### src/rtl/bcd_serial_addsub.sv
// Digit-serial packed-BCD adder/subtractor, one decimal digit per clock, LSD first.
// Optional BCD_INVALID_CHECK_EN adds the out_invalid flag for operand nibbles above 9.
//   state  | meaning
//   IDLE   | waiting for operands, in_ready high
//   RUN    | processing digit r_cnt
//   DONE   | result held until out_ready
module bcd_serial_addsub #(
  parameter int DIGITS = 4
) (
  input  logic                  clk,
  input  logic                  rst,
  input  logic                  in_valid,
  output logic                  in_ready,
  input  logic [4*DIGITS-1:0]   in_a,
  input  logic [4*DIGITS-1:0]   in_b,
  input  logic                  in_sub,
  output logic                  out_valid,
  input  logic                  out_ready,
  output logic [4*DIGITS-1:0]   out_res,
`ifdef BCD_INVALID_CHECK_EN
  output logic                  out_invalid,
`endif
  output logic                  out_carry
);

  localparam logic [1:0] S_IDLE = 2'd0;
  localparam logic [1:0] S_RUN  = 2'd1;
  localparam logic [1:0] S_DONE = 2'd2;
  localparam int         CW     = (DIGITS > 1) ? $clog2(DIGITS) : 1;
  localparam logic [CW-1:0] LAST = CW'(DIGITS - 1);

  logic [1:0]          r_state;
  logic [4*DIGITS-1:0] r_a;
  logic [4*DIGITS-1:0] r_b;
  logic                r_sub;
  logic                r_c;
  logic [CW-1:0]       r_cnt;
  logic [4*DIGITS-1:0] r_res;

  logic [3:0] w_da;
  logic [3:0] w_db;
  logic [4:0] w_sum;
  logic [4:0] w_sum_adj;
  logic [5:0] w_dif;
  logic [5:0] w_dif_adj;
  logic [3:0] w_dig;
  logic       w_cout;

  assign w_da      = r_a[4*r_cnt +: 4];
  assign w_db      = r_b[4*r_cnt +: 4];
  assign w_sum     = {1'b0, w_da} + {1'b0, w_db} + {4'b0, r_c};
  assign w_sum_adj = w_sum + 5'd6;
  assign w_dif     = {2'b0, w_da} - {2'b0, w_db} - {5'b0, r_c};
  assign w_dif_adj = w_dif + 6'd10;

  // 4-bit truncation of the adjusted value also defines the result for non-BCD nibbles
  always_comb begin
    w_dig  = w_sum[3:0];
    w_cout = 1'b0;
    if (!r_sub) begin
      if (w_sum > 5'd9) begin
        w_dig  = w_sum_adj[3:0];
        w_cout = 1'b1;
      end
    end else begin
      w_dig = w_dif[3:0];
      if (w_dif[5]) begin
        w_dig  = w_dif_adj[3:0];
        w_cout = 1'b1;
      end
    end
  end

  always_ff @(posedge clk) begin
    if (rst) begin
      r_state <= S_IDLE;
      r_a     <= '0;
      r_b     <= '0;
      r_sub   <= 1'b0;
      r_c     <= 1'b0;
      r_cnt   <= '0;
      r_res   <= '0;
    end else begin
      case (r_state)
        S_IDLE: begin
          if (in_valid) begin
            r_a     <= in_a;
            r_b     <= in_b;
            r_sub   <= in_sub;
            r_c     <= 1'b0;
            r_cnt   <= '0;
            r_state <= S_RUN;
          end
        end
        S_RUN: begin
          r_res[4*r_cnt +: 4] <= w_dig;
          r_c                 <= w_cout;
          r_cnt               <= r_cnt + 1'b1;
          if (r_cnt == LAST) begin
            r_state <= S_DONE;
          end
        end
        S_DONE: begin
          if (out_ready) begin
            r_state <= S_IDLE;
          end
        end
        default: r_state <= S_IDLE;
      endcase
    end
  end

`ifdef BCD_INVALID_CHECK_EN
  logic r_inv;

  always_ff @(posedge clk) begin
    if (rst) begin
      r_inv <= 1'b0;
    end else if (r_state == S_IDLE && in_valid) begin
      r_inv <= 1'b0;
    end else if (r_state == S_RUN && (w_da > 4'd9 || w_db > 4'd9)) begin
      r_inv <= 1'b1;
    end
  end

  assign out_invalid = r_inv;
`endif

  assign in_ready  = (r_state == S_IDLE);
  assign out_valid = (r_state == S_DONE);
  assign out_res   = r_res;
  assign out_carry = r_c;

endmodule

### config.mk
export PLATFORM = sky130hd
export DESIGN_NAME = bcd_serial_addsub
export DESIGN_NICKNAME = d
export VERILOG_FILES = /design/src/rtl/bcd_serial_addsub.sv
export SDC_FILE = /design/constraint.sdc
export NUM_CORES = 1
export LEC_CHECK = 0
export ABC_AREA = 1
export BUFFER_PORTS_ARGS = -buffer_cell sky130_fd_sc_hd__buf_2
export CORE_ASPECT_RATIO = 1.2
export CORE_MARGIN = 1
export CORE_UTILIZATION = 40
export CTS_CLUSTER_SIZE = 8
export DETAILED_ROUTE_END_ITERATION = 16
export GPL_ROUTABILITY_DRIVEN = 0
export GPL_TIMING_DRIVEN = 0
export PLACE_DENSITY_LB_ADDON = 0.2
export SKIP_CTS_REPAIR_TIMING = 1
export SLEW_MARGIN = 10
export SYNTH_ARGS = -nofsm -noshare
export SYNTH_HDL_FRONTEND = slang
export SYNTH_SLANG_ARGS = --single-unit
### constraint.sdc
create_clock -name clk -period 3.3 [get_ports clk]
set_input_delay 0.33 -clock clk [delete_from_list [all_inputs] [get_ports clk]]
set_output_delay 0.33 -clock clk [all_outputs]
set_load 0.1 [all_outputs]
* Word level (Yosys, flattened, before mapping)
Cells that the tools add are included.
** Cells by class
- Divide/modulo/power cells :: 0
- Equality and inequality tests :: 6
- Shift-type cells :: 4
- $lt $le $gt $ge :: 1
- Bitwise gates (word level) :: 0
- $add $sub $neg :: 8
- Muxes and demuxes :: 15
- Multiply operators :: 0
- Reductions and logical operators :: 5
** Operators by type and width (count)
- negation 4 -> 34 bit :: 1
- variable shift 4 x 34 -> 16 bit, first input constant :: 1
- indexed part select 4 x 34 -> 16 bit :: 1
- indexed part select 16 x 5 -> 4 bit :: 2
- bitwise mux 16 bit :: 1
- two-way mux 4 bit :: 3
- two-way mux 2 bit :: 4
- one-hot mux 2 bit (3 select lines) :: 1
- subtractor 5 x 2 -> 6 bit :: 1
- adder 4 x 4 -> 5 bit :: 1
- adder 5 x 1 -> 5 bit :: 1
- > comparator 5 x 4 -> 1 bit, second input constant :: 1
- subtractor 4 x 4 -> 5 bit :: 1
- adder 4 x 3 -> 4 bit, second input constant :: 1
- adder 4 bit, second input constant :: 1
- == test 2 bit, second input constant :: 2
- two-way mux 1 bit :: 4
- inequality test 2 bit, second input constant :: 2
- one-hot mux 2 bit (2 select lines) :: 1
- AND reduction 2 bit :: 2
- AND reduction 3 bit :: 1
- adder 2 x 1 -> 2 bit, second input constant :: 1
- == test 2 x 1 -> 1 bit, second input constant :: 1
- logical NOT 2 bit :: 1
- 3 further kinds :: 3
** Word-level totals
- Word-level logic and storage cells :: 46
- Memories kept :: 0
- Latch bits :: 0
- Input port bits :: 37
- RAM bits :: 0
- Bits in read-only memories :: 0
- Output and inout bits :: 19
- Flip-flop bits (word level) :: 54

* Logic depth before layout (Yosys ltp)
- Word-level depth :: 8
- Mapped depth :: 21
- Depth with buffers taken out :: 20

* Least setup slack after synthesis
No wires, ideal clock.
- Kind :: register -> register
- From :: reg r_cnt[1]
- To :: reg r_res[7], in the netlist out_res[7]
- Cell stages (with the launch flop) :: 18
- Required time :: 3.230 ns
- Arrival :: 2.966 ns
- Clock period less this slack :: 3.037 ns
- Path slack :: 0.263 ns
- Library setup time :: 0.070 ns
- Path buffers :: 1
- Cells stage by stage :: dfxtp_1 -> inv_1 -> clkbuf_1 -> o21ai_0 -> o22ai_1 -> ha_1 -> inv_1 -> fa_1 -> inv_1 -> ha_1 -> xor2_1 -> inv_1 -> ha_1 -> o211ai_1 -> nand3_2 -> nand2_2 -> nand4_1 -> a21oi_1
** Between the ends
- Longest elaborated chain between the ends :: 8
- Elaborated cells between the ends (all ways) :: 16
- Those cells by class :: add/sub: 7; order compare: 1; shift: 4; mux: 4
** Ends and longest elaborated chain
- start: declaration :: RTL line 37 : logic [CW-1:0] r_cnt;
- start signal: assignment :: RTL line 98 : r_cnt <= r_cnt + 1'b1;
- indexed part select 16 x 5 -> 4 bit, on equally long branches :: RTL line 49, 50
- adder 4 x 4 -> 5 bit / subtractor 4 x 4 -> 5 bit (equally long branches) :: RTL line 51, 53
- adder 5 x 1 -> 5 bit / subtractor 5 x 2 -> 6 bit (equally long branches) :: RTL line 51, 53
- adder 4 x 3 -> 4 bit (tied with other cells) :: RTL line 52 : assign w_sum_adj = w_sum + 5'd6;
- two-way mux 4 bit, on equally long branches :: RTL line 61, 67
- two-way mux 4 bit :: RTL line 60 : if (!r_sub) begin
- indexed part select 4 x 34 -> 16 bit :: RTL line 96 : r_res[4*r_cnt +: 4] <= w_dig;
- bitwise mux 16 bit * :: RTL line 96
- end signal: indexed assignment :: RTL line 96
- end: declaration :: RTL line 38 : logic [4*DIGITS-1:0] r_res;
Every way passes the cells marked *; elsewhere a longest branch is shown, timed or not.
A chain may end at the register's enable or synchronous reset.

* Worst setup path after layout
- From :: reg r_cnt[0]
- To :: reg r_res[6], in the netlist out_res[6]
The elaborated chain is that of the path after synthesis.

==> flow_summary_export.csv <==
group,metric,value,unit
finish,final_nets,520,
die,io_pins,56,
clock_tree,cts.root.buffer_cell,"clkbuf_8",
detailed_routing,routed_wirelength,6.766,mm
global_routing,initial_antenna_violation_count,0,
detailed_routing,detail-route-antenna-nets,0,
placement,post_dp_cell_area,3219,sq um
finish,insertedDiodeCount,0,
sta,setup_repair_after_global_routing_missed_its_margin,"no",
finish,layout_common_cells,"nor2_1, nand2_1, buf_2",
sta,fmaxAchievable,0.3256,GHz
detailed_routing,drc_errors,0,
power,largest_voltage_drop_on_the_vdd_net,0.0002705,V
detailed_routing,via_count,2737,
critical_path,critical_path.startpoint_type,"flop",
clock_tree,cts_tree,"built",
clock_tree,clkTransAtPathRegs,110,ps
global_routing,grt_pass1_vias,2432,
finish,layout-area-overhead-vs-synth,22.33,%
placement,dp.final_hpwl,5.151,mm
global_routing,wire_length_of_the_first_global_routing_pass,11.13,mm
power,power.share.combinational,36.5,%
yosys,ys_top_cells_by_area,"dfxtp_1, nor2_1, nand2_1",
worst_hold_path,hold_path.class,"in -> reg",
power,netSwitchingPower,709.9,uW
sta,slew_headroom,65.18,%
power,leakage,0.001577,uW
sta,worst-slew-pin-transition,522.4,ps
yosys,post_synth_instance_area,2835,sq um
sta,clock_skew,11.58,ps
finish,final.fill_count,724,
yosys,netlist.area_leader.share,38.13,%
die,core_area,6854,sq um
sta,hold_viol_final,0,
critical_path,timing.critical_path.slowest_cell_delay,470,ps
critical_path,crit_type,"reg -> reg",
critical_path,worst-path-buf-inv,4,
status,status,"complete, no violations",
yosys,synth-main-ff-cell,"dfxtp_1",
yosys,synth_nets,453,
clock_tree,cts-root-to-sink-buffers,2,
sta,setup_violations,0,
placement,number_of_buffer_cells_added_on_primary_ports,55,
finish,post-route-cell-area,3468,sq um
yosys,yosys.area.top_type,"dfxtp_1",
sta,final_period_minus_worst_setup_slack,3072,ps
power,power.share.clock,25.4,%
critical_path,data_required_time_of_the_worst_path,3550,ps
yosys,syn_avg_cell_area,7.160,sq um
clock_tree,cts_sinks,54,
global_routing,total_global_routing_track_utilization,19.00,%
power,sw_frac_of_total,37.43,%
run,timing.max_cap.violations,0,
yosys,synth.yosys.seq_area_share,38.13,%
die,floorplan.rows,33,
critical_path,r2r_slack,230,ps
global_routing,grt-ovfl-total,0,
power,share_seq_of_total_power,38.2,%
detailed_routing,initialDrtViolationCount,103,
detailed_routing,dr.pass1.iters,4,
detailed_routing,route.detailed.wl_per_inst,12.28,um
power,p_int,1187,uW
clock_tree,cts_inserted_buffers,5,
global_routing,grt_start_max_net_pins,18,
critical_path,ordered_cell_list_for_the_critical_path,"inv_2 -> buf_4 -> o21ai_1 -> o22ai_2 -> fa_1 -> inv_1 -> fa_2 -> ha_1 -> inv_1 -> a21oi_1 -> a21oi_2 -> nand3_2 -> nand3_1 -> nand3_1 -> nand2_2 -> nand4_1 -> a21oi_2",
die,initial_utilization,41.37,%
sta,final_max_slew_viol_count,0,
finish,drive_above_1_share,21.98,%
power,power_per_cell_area,546.8,nW/um^2
yosys,yosysWarnings,0,
die,fp.dieArea,7430,sq um
critical_path,worstPathArrival,3320,ps
critical_path,critPathTopFamily,"adder cells",
yosys,ys_ff_latch,54,
critical_path,maximum_fanout_along_the_worst_path,12,
die,die_w,78.86,um
sta,post-route-period-util,93.08,%
critical_path,crit_path_top_delay_cell,"fa_2",
die,floorplan.die.height,94.23,um
finish,utilization,50.60,%
yosys,async_reset_ff_share,0,%
finish,final_common_cell,"nor2_1",
detailed_routing,post_drt_via_cell_ratio,4.967,
clock_tree,h-tree-depth,2,
clock_tree,clk-insertion-delay-late,310,ps
yosys,synth_enable_flop_cells,0,
critical_path,crit_path_end_kind,"flop",
yosys,post_synth_num_cell_types,30,
yosys,synthCells,396,
[cell usage after synthesis, types with 2 or more instances]
cell type / number
o22ai_1: 3
o21ai_0: 39
dfxtp_1: 54
nand2_2: 7
nand3_1: 19
a21oi_1: 28
nand2_1: 66
o211ai_1: 2
a21oi_2: 2
buf_2: 2
inv_1: 30
a32oi_1: 5
clkinv_1: 2
clkbuf_1: 15
nand4_1: 7
nor2_1: 80
ha_1: 17
nand3_2: 4
fa_1: 3
[power groups by stage]
stage / sequential (uW) / clock, uW / combinational [uW]
global route: 730 / 513 / 780
CTS: 724 / 490 / 670
floorplan: 777 / 0 / 479
finish: 724 / 481 / 692
detailed placement: 739 / 0 / 665
global placement: 738 / 0 / 651
[layer usage]
| metal | global-route usage, % | up-vias | wire length, um |
|---|---|---|---|
| li1 | - | 1437 | - |
| met1 | 22.76 | 1235 | 3032 |
| met2 | 34.64 | 57 | 3435 |
| met3 | 2.816 | 8 | 220 |
| met4 | 5.758 | 0 | 79 |
| met5 | 0 | - | 0 |
[cell families (layout without fill, tap and decap cells)]
logic type / after synthesis / count (layout) / synth area share (%)
AND/OR/NAND/NOR: 186 / 186 / 28.11
buffers and inverters: 50 / 118 / 6.708
flip-flops: 54 / 54 / 38.13
adder cells (fa/ha/maj): 20 / 20 / 9.620
AO/OA/AOI/OAI: 85 / 85 / 17.12
XOR/XNOR: 1 / 1 / 0.3090
[worst min-delay path, delay by kind of cell]
family,cells,cell delay [ps]
and+or+nand+nor,1,70
AOI/OAI and AO/OA,1,70
buffers and inverters,1,70
[sequential cells by signal, indices dropped and copies added (netlist names)]
| name | cells |
|---|---|
| r_state | 2 |
| r_sub | 1 |
| out_res | 16 |
| r_cnt | 2 |
| r_a | 16 |
| out_carry | 1 |
| r_b | 16 |
[path summary, 6_finish.rpt]
path	from	cells past startpoint	endpoint
min	in_a[14]	3	r_a[14]
max reg2reg	r_cnt[0]	17	out_res[6]
min reg2reg	out_res[2]	2	out_res[2]
max	r_cnt[0]	17	out_res[6]
[stage by stage]
step           hold slack (ps)  std cells  power, uW  setup slack, ps  TNS [ps]
2_1_floorplan            449.5        396       1256            263.4         0
3_3_place_gp             451.8        538       1389           -244.9     -2282
3_5_place_dp             454.4        538       1404           -275.1     -2639
4_1_cts                  261.0        546       1884           -299.0     -2958
5_1_grt                  266.6        551       2023            2.162         0
6_report                 260.4        551       1896            228.3         0
[layout make-up]
| type | instances | area, sq um | area share (%) |
|---|---|---|---|
| repair buffers | 60 | 312.8 | 9.019 |
| flip-flops and latches | 54 | 1089 | 31.39 |
| multi-input cells | 292 | 1620 | 46.72 |
| plain buffers | 17 | 92.59 | 2.670 |
| inverters | 33 | 123.9 | 3.571 |
| clock buffers | 6 | 82.58 | 2.381 |
| well taps | 87 | 108.9 | 3.139 |
| clock inverters | 2 | 38.79 | 1.118 |
Note: power is estimated with default switching activity, not from simulation.
